**src/rtl/midi_rx_pkg.sv**
```systemverilog
// Shared MIDI constants, receiver state encoding and message-length helper.
// The top module's optional behaviour is selected with MIDI_NOTE_OFF_VEL0_EN.
package constants;

    localparam int MIDI_BYTES = 24;
    localparam int MIDI_BAUD  = 31250;

    localparam logic [3:0] NOTE_OFF   = 4'h8;
    localparam logic [3:0] NOTE_ON    = 4'h9;
    localparam logic [3:0] POLY_AT    = 4'hA;
    localparam logic [3:0] CC         = 4'hB;
    localparam logic [3:0] PROG       = 4'hC;
    localparam logic [3:0] CHAN_AT    = 4'hD;
    localparam logic [3:0] PITCH_BEND = 4'hE;

    typedef enum logic [1:0] {
        RX_IDLE,
        RX_START,
        RX_DATA,
        RX_STOP
    } rx_state_t;

    // Program change and channel aftertouch carry a single data byte.
    function automatic logic is_one_data(input logic [3:0] nib);
        return (nib == PROG) || (nib == CHAN_AT);
    endfunction

endpackage

```
**src/rtl/uart_rx_byte.sv**
```systemverilog
// 8N1 byte receiver: 2-FF synchroniser, start/data/stop FSM and mid-bit sampling counter.
// Outputs byte_out with a one-cycle byte_valid_out, or a one-cycle framing_err_out.
module uart_rx_byte
    import constants::*;
#(
    parameter int CYCLES_PER_BIT = 3146
) (
    input  logic       clk_in,
    input  logic       rst_in,
    input  logic       rx_in,
    output logic [7:0] byte_out,
    output logic       byte_valid_out,
    output logic       framing_err_out
);

    localparam int CW = $clog2(CYCLES_PER_BIT);
    localparam logic [CW-1:0] HALF = CW'(CYCLES_PER_BIT / 2);
    localparam logic [CW-1:0] FULL = CW'(CYCLES_PER_BIT - 1);

    logic            sync1, sync2, line_prev;
    rx_state_t       state, state_next;
    logic [CW-1:0]   cnt, cnt_next;
    logic [2:0]      bit_idx, bit_next;
    logic [7:0]      shreg, shreg_next;

    // line_prev resets low so a line held low through reset cannot fake a start edge.
    always_ff @(posedge clk_in) begin
        if (rst_in) begin
            sync1     <= 1'b0;
            sync2     <= 1'b0;
            line_prev <= 1'b0;
            state     <= RX_IDLE;
            cnt       <= '0;
            bit_idx   <= '0;
            shreg     <= '0;
        end else begin
            sync1     <= rx_in;
            sync2     <= sync1;
            line_prev <= sync2;
            state     <= state_next;
            cnt       <= cnt_next;
            bit_idx   <= bit_next;
            shreg     <= shreg_next;
        end
    end

    always_comb begin
        state_next      = state;
        cnt_next        = cnt;
        bit_next        = bit_idx;
        shreg_next      = shreg;
        byte_valid_out  = 1'b0;
        framing_err_out = 1'b0;
        case (state)
            RX_IDLE: begin
                if (line_prev && !sync2) begin
                    state_next = RX_START;
                    cnt_next   = HALF;
                end
            end
            RX_START: begin
                if (cnt == '0) begin
                    if (sync2) begin
                        state_next = RX_IDLE;
                    end else begin
                        state_next = RX_DATA;
                        cnt_next   = FULL;
                        bit_next   = '0;
                    end
                end else begin
                    cnt_next = cnt - CW'(1);
                end
            end
            RX_DATA: begin
                if (cnt == '0) begin
                    shreg_next = {sync2, shreg[7:1]};
                    cnt_next   = FULL;
                    bit_next   = bit_idx + 3'd1;
                    if (bit_idx == 3'd7) begin
                        state_next = RX_STOP;
                    end
                end else begin
                    cnt_next = cnt - CW'(1);
                end
            end
            RX_STOP: begin
                if (cnt == '0) begin
                    state_next      = RX_IDLE;
                    byte_valid_out  = sync2;
                    framing_err_out = !sync2;
                end else begin
                    cnt_next = cnt - CW'(1);
                end
            end
            default: state_next = RX_IDLE;
        endcase
    end

    assign byte_out = shreg;

endmodule

```
**src/rtl/midi_rx.sv**
```systemverilog
// MIDI receiver top: running-status message parser, channel filter and event output registers.
// Define MIDI_NOTE_OFF_VEL0_EN to report note-on with zero velocity as note-off.
module midi_rx
    import constants::*;
#(
    parameter int         CYCLES_PER_BIT = 3146,
    parameter logic [3:0] MIDI_CHANNEL   = 4'd0
) (
    input  logic                  clk_in,
    input  logic                  rst_in,
    input  logic                  midi_rx_in,
    output logic [MIDI_BYTES-1:0] midi_event_out,
    output logic                  event_valid_out,
    output logic                  framing_err_out
);

    logic [7:0] rx_byte;
    logic       byte_valid;
    logic       status_valid, for_us, have_d1;
    logic [3:0] status_nib;
    logic [7:0] data1;
    logic [7:0] ev_status, ev_d1, ev_d2;
    logic       msg_done;

    uart_rx_byte #(
        .CYCLES_PER_BIT(CYCLES_PER_BIT)
    ) u_rx (
        .clk_in         (clk_in),
        .rst_in         (rst_in),
        .rx_in          (midi_rx_in),
        .byte_out       (rx_byte),
        .byte_valid_out (byte_valid),
        .framing_err_out(framing_err_out)
    );

    assign msg_done = have_d1 || is_one_data(status_nib);

    always_comb begin
        ev_status = {status_nib, 4'h0};
        if (is_one_data(status_nib)) begin
            ev_d1 = rx_byte;
            ev_d2 = 8'h00;
        end else begin
            ev_d1 = data1;
            ev_d2 = rx_byte;
        end
`ifdef MIDI_NOTE_OFF_VEL0_EN
        if (status_nib == NOTE_ON && ev_d2 == 8'h00) begin
            ev_status = {NOTE_OFF, 4'h0};
        end
`endif
    end

    // Real-time bytes (0xF8+) fall through untouched; 0xF0-0xF7 drop running status.
    always_ff @(posedge clk_in) begin
        if (rst_in) begin
            midi_event_out  <= '0;
            event_valid_out <= 1'b0;
            status_valid    <= 1'b0;
            status_nib      <= '0;
            for_us          <= 1'b0;
            have_d1         <= 1'b0;
            data1           <= '0;
        end else begin
            event_valid_out <= 1'b0;
            if (framing_err_out) begin
                have_d1 <= 1'b0;
            end else if (byte_valid) begin
                if (rx_byte[7:4] == 4'hF) begin
                    if (!rx_byte[3]) begin
                        status_valid <= 1'b0;
                        have_d1      <= 1'b0;
                    end
                end else if (rx_byte[7]) begin
                    status_valid <= 1'b1;
                    status_nib   <= rx_byte[7:4];
                    for_us       <= (rx_byte[3:0] == MIDI_CHANNEL);
                    have_d1      <= 1'b0;
                end else if (status_valid) begin
                    if (msg_done) begin
                        have_d1 <= 1'b0;
                        if (for_us) begin
                            midi_event_out  <= {ev_status, ev_d1, ev_d2};
                            event_valid_out <= 1'b1;
                        end
                    end else begin
                        data1   <= rx_byte;
                        have_d1 <= 1'b1;
                    end
                end
            end
        end
    end

endmodule

```
**config.mk**
```make
export PLATFORM = sky130hd
export DESIGN_NAME = midi_rx
export DESIGN_NICKNAME = d
export VERILOG_FILES = /design/src/rtl/midi_rx_pkg.sv /design/src/rtl/uart_rx_byte.sv /design/src/rtl/midi_rx.sv
export SDC_FILE = /design/constraint.sdc
export NUM_CORES = 1
export LEC_CHECK = 0
export CAP_MARGIN = 20
export CORE_ASPECT_RATIO = 1.75
export CORE_MARGIN = 2
export CORE_UTILIZATION = 61
export DETAILED_ROUTE_END_ITERATION = 10
export GPL_TIMING_DRIVEN = 0
export PLACE_DENSITY_LB_ADDON = 0.1
export REMOVE_ABC_BUFFERS = 1
export SYNTH_ARGS = -nofsm -noshare
export SYNTH_HDL_FRONTEND = slang
export SYNTH_SLANG_ARGS = --single-unit
```
**constraint.sdc**
```tcl
create_clock -name clk_in -period 5.1 [get_ports clk_in]
set_input_delay 1.275 -clock clk_in [delete_from_list [all_inputs] [get_ports clk_in]]
set_output_delay 1.275 -clock clk_in [all_outputs]
set_load 0.01 [all_outputs]
```
# == Word-level counts from Yosys, hierarchy flattened ==
# Cells that the tools add are included.
# op_classes
bitwise,6
n_addsub,2
n_reduce_logical,21
eq_ne,16
muxes,31
# ops
operator,count
$mux 12,5
$pmux 12 s4,1
$mux 7,2
$eq 4x4->1 const B,3
$logic_not 12->1,1
$mux 1,12
$mux 2,6
$reduce_and 4->1,3
$sub 12x1->12 const B,1
$ne 2x1->1 const B,5
$mux 3,3
$pmux 2 s4,1
$reduce_and 7->1,1
$reduce_or 7->1,1
$ne 2x2->1 const B,3
$not 1->1,6
$pmux 3 s2,1
$reduce_and 3->1,2
$reduce_and 6->1,1
$reduce_and 5->1,1
$eq 2x2->1 const B,2
$logic_not 4->1,1
$reduce_bool 2->1,2
$add 3x1->3 const B,1
other kinds (10),11
# totals
input_bits,3
regBits,63

# == Depth between registers and ports, before layout ==
# logic_depth
ltp_word,7
mapped_depth,8
depth_no_buf,7

# == Modules after synthesis ==
# A second synthesis with hierarchy kept.
# unflattened
cells_unflattened,334
area_unflattened_um2,2925.3
# modules_own_cells
mod,area_each_um2,cells_each,seq_area_each_um2,n_inst
uart_rx_byte,1544.0,184,560.5,1
midi_rx,1381.3,150,660.6,1

# == Least setup slack after synthesis ==
# No wires, ideal clock.
# synth_path
kind,reg2out
from,register u_rx.cnt[0]
to,output framing_err_out
required_ns,3.825
setup_slack_ns,2.093
arrival_time_ns,1.732
stages_incl_launch_ff,6
path_cell_list,dfxtp_1 > inv_1 > ha_1 > or4b_1 > nor3_2 > nor3b_1
# synth_via
elab_chain_len,3
# synth_rtl
item,line_no,text
start: declaration,uart_rx_byte.sv:22,"logic [CW-1:0] cnt, cnt_next;"
start signal: assignment,uart_rx_byte.sv:41,cnt <= cnt_next;
$logic_not 12->1,uart_rx_byte.sv:87,if (cnt == '0) begin
$mux 1,uart_rx_byte.sv:87,
$mux 1,uart_rx_byte.sv:54,case (state)
end: declaration,midi_rx.sv:14,output logic framing_err_out
# Every way passes these cells.

# == Final worst setup path ==
# Same ends and word-level chain as after synthesis.

==> impl_results.rst <==
.. list-table::
   :header-rows: 1

   * - Metric
     - Value
   * - Post-synthesis adder-cell area fraction
     - about 3.8%
   * - Insertion delay of the later-clocked pin in the worst-skew pair
     - between 0.3 and 0.4 ns
   * - Area of the die
     - 5400 um2
   * - RSZ-0062 raised after global routing
     - no
   * - Shortest clock period the worst path allows after layout
     - between 4 and 5 ns
   * - Part of the total power dissipated in the clock network
     - 26.0%
   * - Row Count
     - 33
   * - Net switching power
     - 0.543 mW
   * - Iter 0 DRT Violations
     - 85
   * - Static Leakage
     - 1.18 nW
   * - Core Area
     - 4670 um2
   * - Starting Density
     - 62.8%
   * - Number of diodes
     - 0
   * - Power density of the placed cells
     - roughly 420 nW/um2
   * - Number of global-route vias before repair
     - 2,367
   * - Largest family of logic cells by synthesized area
     - simple AND/OR/NAND/NOR gates
   * - Final Cycle Share
     - around nine tenths
   * - Power Total
     - 1.38 mW
   * - XOR/XNOR share of the synthesized area
     - 0%
   * - Proportion of synthesized chip area in sequential cells
     - 41.7%
   * - Setup violations, final
     - 0
   * - Post-Synthesis Cells
     - 344
   * - Area growth, synth to finish
     - 12.2%
   * - Syn Area/Cell
     - 8.52 um2
   * - Maximum root-to-sink buffer count
     - 2
   * - Worst hold path class
     - flip-flop to flip-flop
   * - Measured slew at the worst slew-check pin
     - 0.875 ns
   * - Final Net Count
     - 368
   * - Fraction of synthesized area in multiplexers
     - ~4.8%
   * - HPWL Detailed
     - 4400 um
   * - Top library cells by usage in the layout, fill and taps aside
     - sky130_fd_sc_hd__dfxtp_1 (61), sky130_fd_sc_hd__nor2_1 (38), sky130_fd_sc_hd__nand2_1 (33), sky130_fd_sc_hd__a21oi_1 (28), sky130_fd_sc_hd__clkdlybuf4s50_1 (21)
   * - Pin count of the biggest net entering global routing
     - 44
   * - Total standard cell area after synthesis
     - 2930 um2
   * - Clock transition time at the flip-flop clock pins of the worst setup and hold paths
     - approximately 0.07 ns
   * - Post-synthesis compound-gate area fraction
     - 16.8%
   * - Combinational power share
     - approximately a third
   * - Type of element capturing the critical path
     - output port
   * - Number of antenna violations at the first check in global routing
     - 0
   * - Count of distinct cell types in the synthesized netlist
     - 51
   * - CTS H-tree lvls
     - 3
   * - Clock tree root buffer cell
     - sky130_fd_sc_hd__clkbuf_8
   * - Area of all placed cells without fillers
     - 3290 um2
   * - First-pass iteration count of the detailed router
     - 4
   * - Total area of sequential cells
     - 1220 um2
   * - Per-cell via count in the routed design
     - 6.13
   * - Result of the run
     - complete, no violations
   * - Inserted Clock Buffers
     - 9
   * - Fraction of synthesis flops using an asynchronous set or reset pin
     - 0%
   * - Slew headroom
     - about two fifths
   * - Startpoint Class
     - flip-flop
   * - Total global routing overflow
     - 0
   * - Required arrival time at the worst endpoint
     - 3.83 ns
   * - DRC Markers
     - 0
   * - Routed Antenna Nets
     - 0
   * - Post-Synth Simple-Gate Area
     - 27.0%
   * - Post-CTS setup buffers
     - 0
   * - Fraction of power spent switching nets
     - 39.4%
   * - Footprint of the multi-input gates
     - between 1500 and 2000 um2
   * - Weighted congestion reported at the end of routability-driven placement
     - 0.851
   * - Signal arrival time at the worst endpoint
     - 3.24 ns
   * - Layout filler cell count
     - 408
   * - Number of buffers added on ports
     - 22
   * - Height of the die
     - roughly 96 um
   * - Number of max-capacitance violations reported
     - 0
   * - Sum of negative setup slack
     - 0 ns
   * - Ratio of cells with drive above 1 in the final layout
     - 8.03%
   * - Total wirelength of the detailed-routed design
     - just over 6000 um
   * - Skew final
     - 0.00941 ns
   * - Critical Setup Path Class
     - flip-flop to output port
   * - Number of hold buffers added after CTS
     - 0
   * - Most frequent standard cell in the layout excluding fill and tap cells
     - sky130_fd_sc_hd__dfxtp_1
   * - Post-detailed-route wirelength per cell
     - 15.1 um
   * - CTS tree
     - done
   * - I/O pin cnt
     - 29
   * - Max-slew violations
     - 0
   * - Worst-path fanout max
     - 14
   * - Yosys warnings
     - 0
   * - Total routing usage reported by global routing
     - 24.6%
   * - Total of cells resized after clock tree synthesis
     - 0
   * - Post-synth top flop
     - sky130_fd_sc_hd__dfxtp_1
   * - Sequential share of power
     - 39.2%
   * - Final Hold Violating Endpoints
     - 0
   * - Count of flip-flops with a built-in enable after synthesis
     - 0
   * - Register bit count reported by yosys
     - between 60 and 70
   * - Num Clock Sinks
     - 61
   * - Post-placement cell area
     - 3130 um2
   * - FMAX
     - 221 MHz
   * - Internal portion of total power
     - 0.835 mW
   * - Die Width
     - 56.4 um
   * - DR vias
     - between 2,000 and 3,000
   * - Worst voltage drop across the vdd grid
     - 0.412 mV
   * - First-pass GRT wire length
     - 10,500 um
registers in the layout, summed over array words and instances, names as in the netlist, 3 cells and up, named ones only:
| name | count |
|---|---|
| u_rx.byte_out | 8 |
| status_nib | 4 |
| u_rx.bit_idx | 3 |
| u_rx.cnt | 12 |
| midi_event_out | 18 |
| data1 | 7 |
path summary, 6_finish.rpt:
check / to / startpoint / cells past startpoint / slack [ns]
worst max-delay path: framing_err_out / u_rx.cnt[0] / 6 / 0.58
worst min-delay path: u_rx.sync2 / u_rx.sync1 / 1 / 0.44
worst max register to register: flip-flop / u_rx.cnt[0] / 7 / 2.36
worst min register to register: u_rx.sync2 / u_rx.sync1 / 1 / 0.44
power by group through the flow:
| stage | Sequential, mW | Clock (mW) | Combinational (mW) |
|---|---|---|---|
| floorplan | 0.541 | 0 | 0.356 |
| CTS | 0.538 | 0.365 | 0.471 |
| finish | 0.539 | 0.359 | 0.480 |
| global route | 0.543 | 0.384 | 0.523 |
| global placement | 0.548 | 0 | 0.460 |
| detailed placement | 0.549 | 0 | 0.469 |
routing by layer:
metal / global-route usage (%) / wire length [um] / vias to the layer above
li1: - / - / 1248
met1: 26.2 / 2540 / 1215
met2: 45.3 / 3310 / 50
met3: 5.11 / 181 / 20
met4: 12.3 / 187 / 0
met5: 0 / 0 / -
logic make-up (layout without fill, tap and decap cells):
family | count (synthesis) | count (layout)
muxes | 14 | 14
AOI/OAI and AO/OA | 75 | 75
other | 1 | 6
DFF | 61 | 61
and+or+nand+nor | 149 | 149
buffers and inverters | 35 | 47
adders and majority gates | 9 | 9
area by class of cell:
type                       instances  area share [%]
timing repair buffer              24            7.61
tap                               52            1.98
sequential                        61            37.1
inverter                           7           0.799
multi-input combinational        253            47.6
clock inverter                     5           0.837
clock buffer                      11            4.00
per-stage QoR:
stage               std cells  hold slack (ns)  worst slack, ns  util (%)
finish                    413            0.443            0.582      70.5
global route              413            0.465            0.368      70.5
CTS                       413            0.442            0.593      70.5
detailed placement        397            0.427            0.990      67.1
global placement          395            0.419            0.799      66.3
floorplan                 321            0.414             1.81         -
worst max-delay path, cell delays in order (launching register included):
cell and delay [ns]:
sky130_fd_sc_hd__dfxtp_1 0.36, sky130_fd_sc_hd__inv_1 0.10, sky130_fd_sc_hd__ha_1 0.17, sky130_fd_sc_hd__or4b_1 0.52, sky130_fd_sc_hd__nor3_2 0.76, sky130_fd_sc_hd__nor3b_1 0.38, sky130_fd_sc_hd__clkdlybuf4s50_1 0.61
Yosys cell counts (2+ instances only):
library cell                 n  area [um2]
sky130_fd_sc_hd__nand2_1    33         124
sky130_fd_sc_hd__mux2i_1    14         140
sky130_fd_sc_hd__or4_1       5        37.5
sky130_fd_sc_hd__and2_1      3        18.8
sky130_fd_sc_hd__o41ai_1     2        17.5
sky130_fd_sc_hd__a2111oi_0   2        17.5
sky130_fd_sc_hd__nor3_2      2        20.0
sky130_fd_sc_hd__ha_1        9         113
sky130_fd_sc_hd__buf_4       7        52.6
sky130_fd_sc_hd__nor3_1      8        40.0
sky130_fd_sc_hd__a21oi_1    28         140
sky130_fd_sc_hd__inv_1       7        26.3
sky130_fd_sc_hd__nor2_1     38         143
sky130_fd_sc_hd__nand2b_1    9        56.3
sky130_fd_sc_hd__nand3b_1    2        15.0
sky130_fd_sc_hd__buf_2       6        30.0
sky130_fd_sc_hd__nor4_1      5        31.3
sky130_fd_sc_hd__dfxtp_1    61        1220
sky130_fd_sc_hd__a311o_1     2        20.0
sky130_fd_sc_hd__o21ai_0     2        10.0
sky130_fd_sc_hd__nand3_1    19        95.1
sky130_fd_sc_hd__a21o_1      2        15.0
sky130_fd_sc_hd__o21ai_1    10        50.1
sky130_fd_sc_hd__o31ai_1     5        37.5
sky130_fd_sc_hd__a31oi_1     4        25.0
sky130_fd_sc_hd__or3_1       2        12.5
sky130_fd_sc_hd__nor3b_1     4        30.0
sky130_fd_sc_hd__nor2b_1     5        31.3
sky130_fd_sc_hd__nand4_1     5        31.3
sky130_fd_sc_hd__o22ai_1     4        25.0
sky130_fd_sc_hd__clkbuf_1   13        48.8
sky130_fd_sc_hd__a311oi_1    7        61.3
No activity file was read; power rests on OpenSTA's default activity.
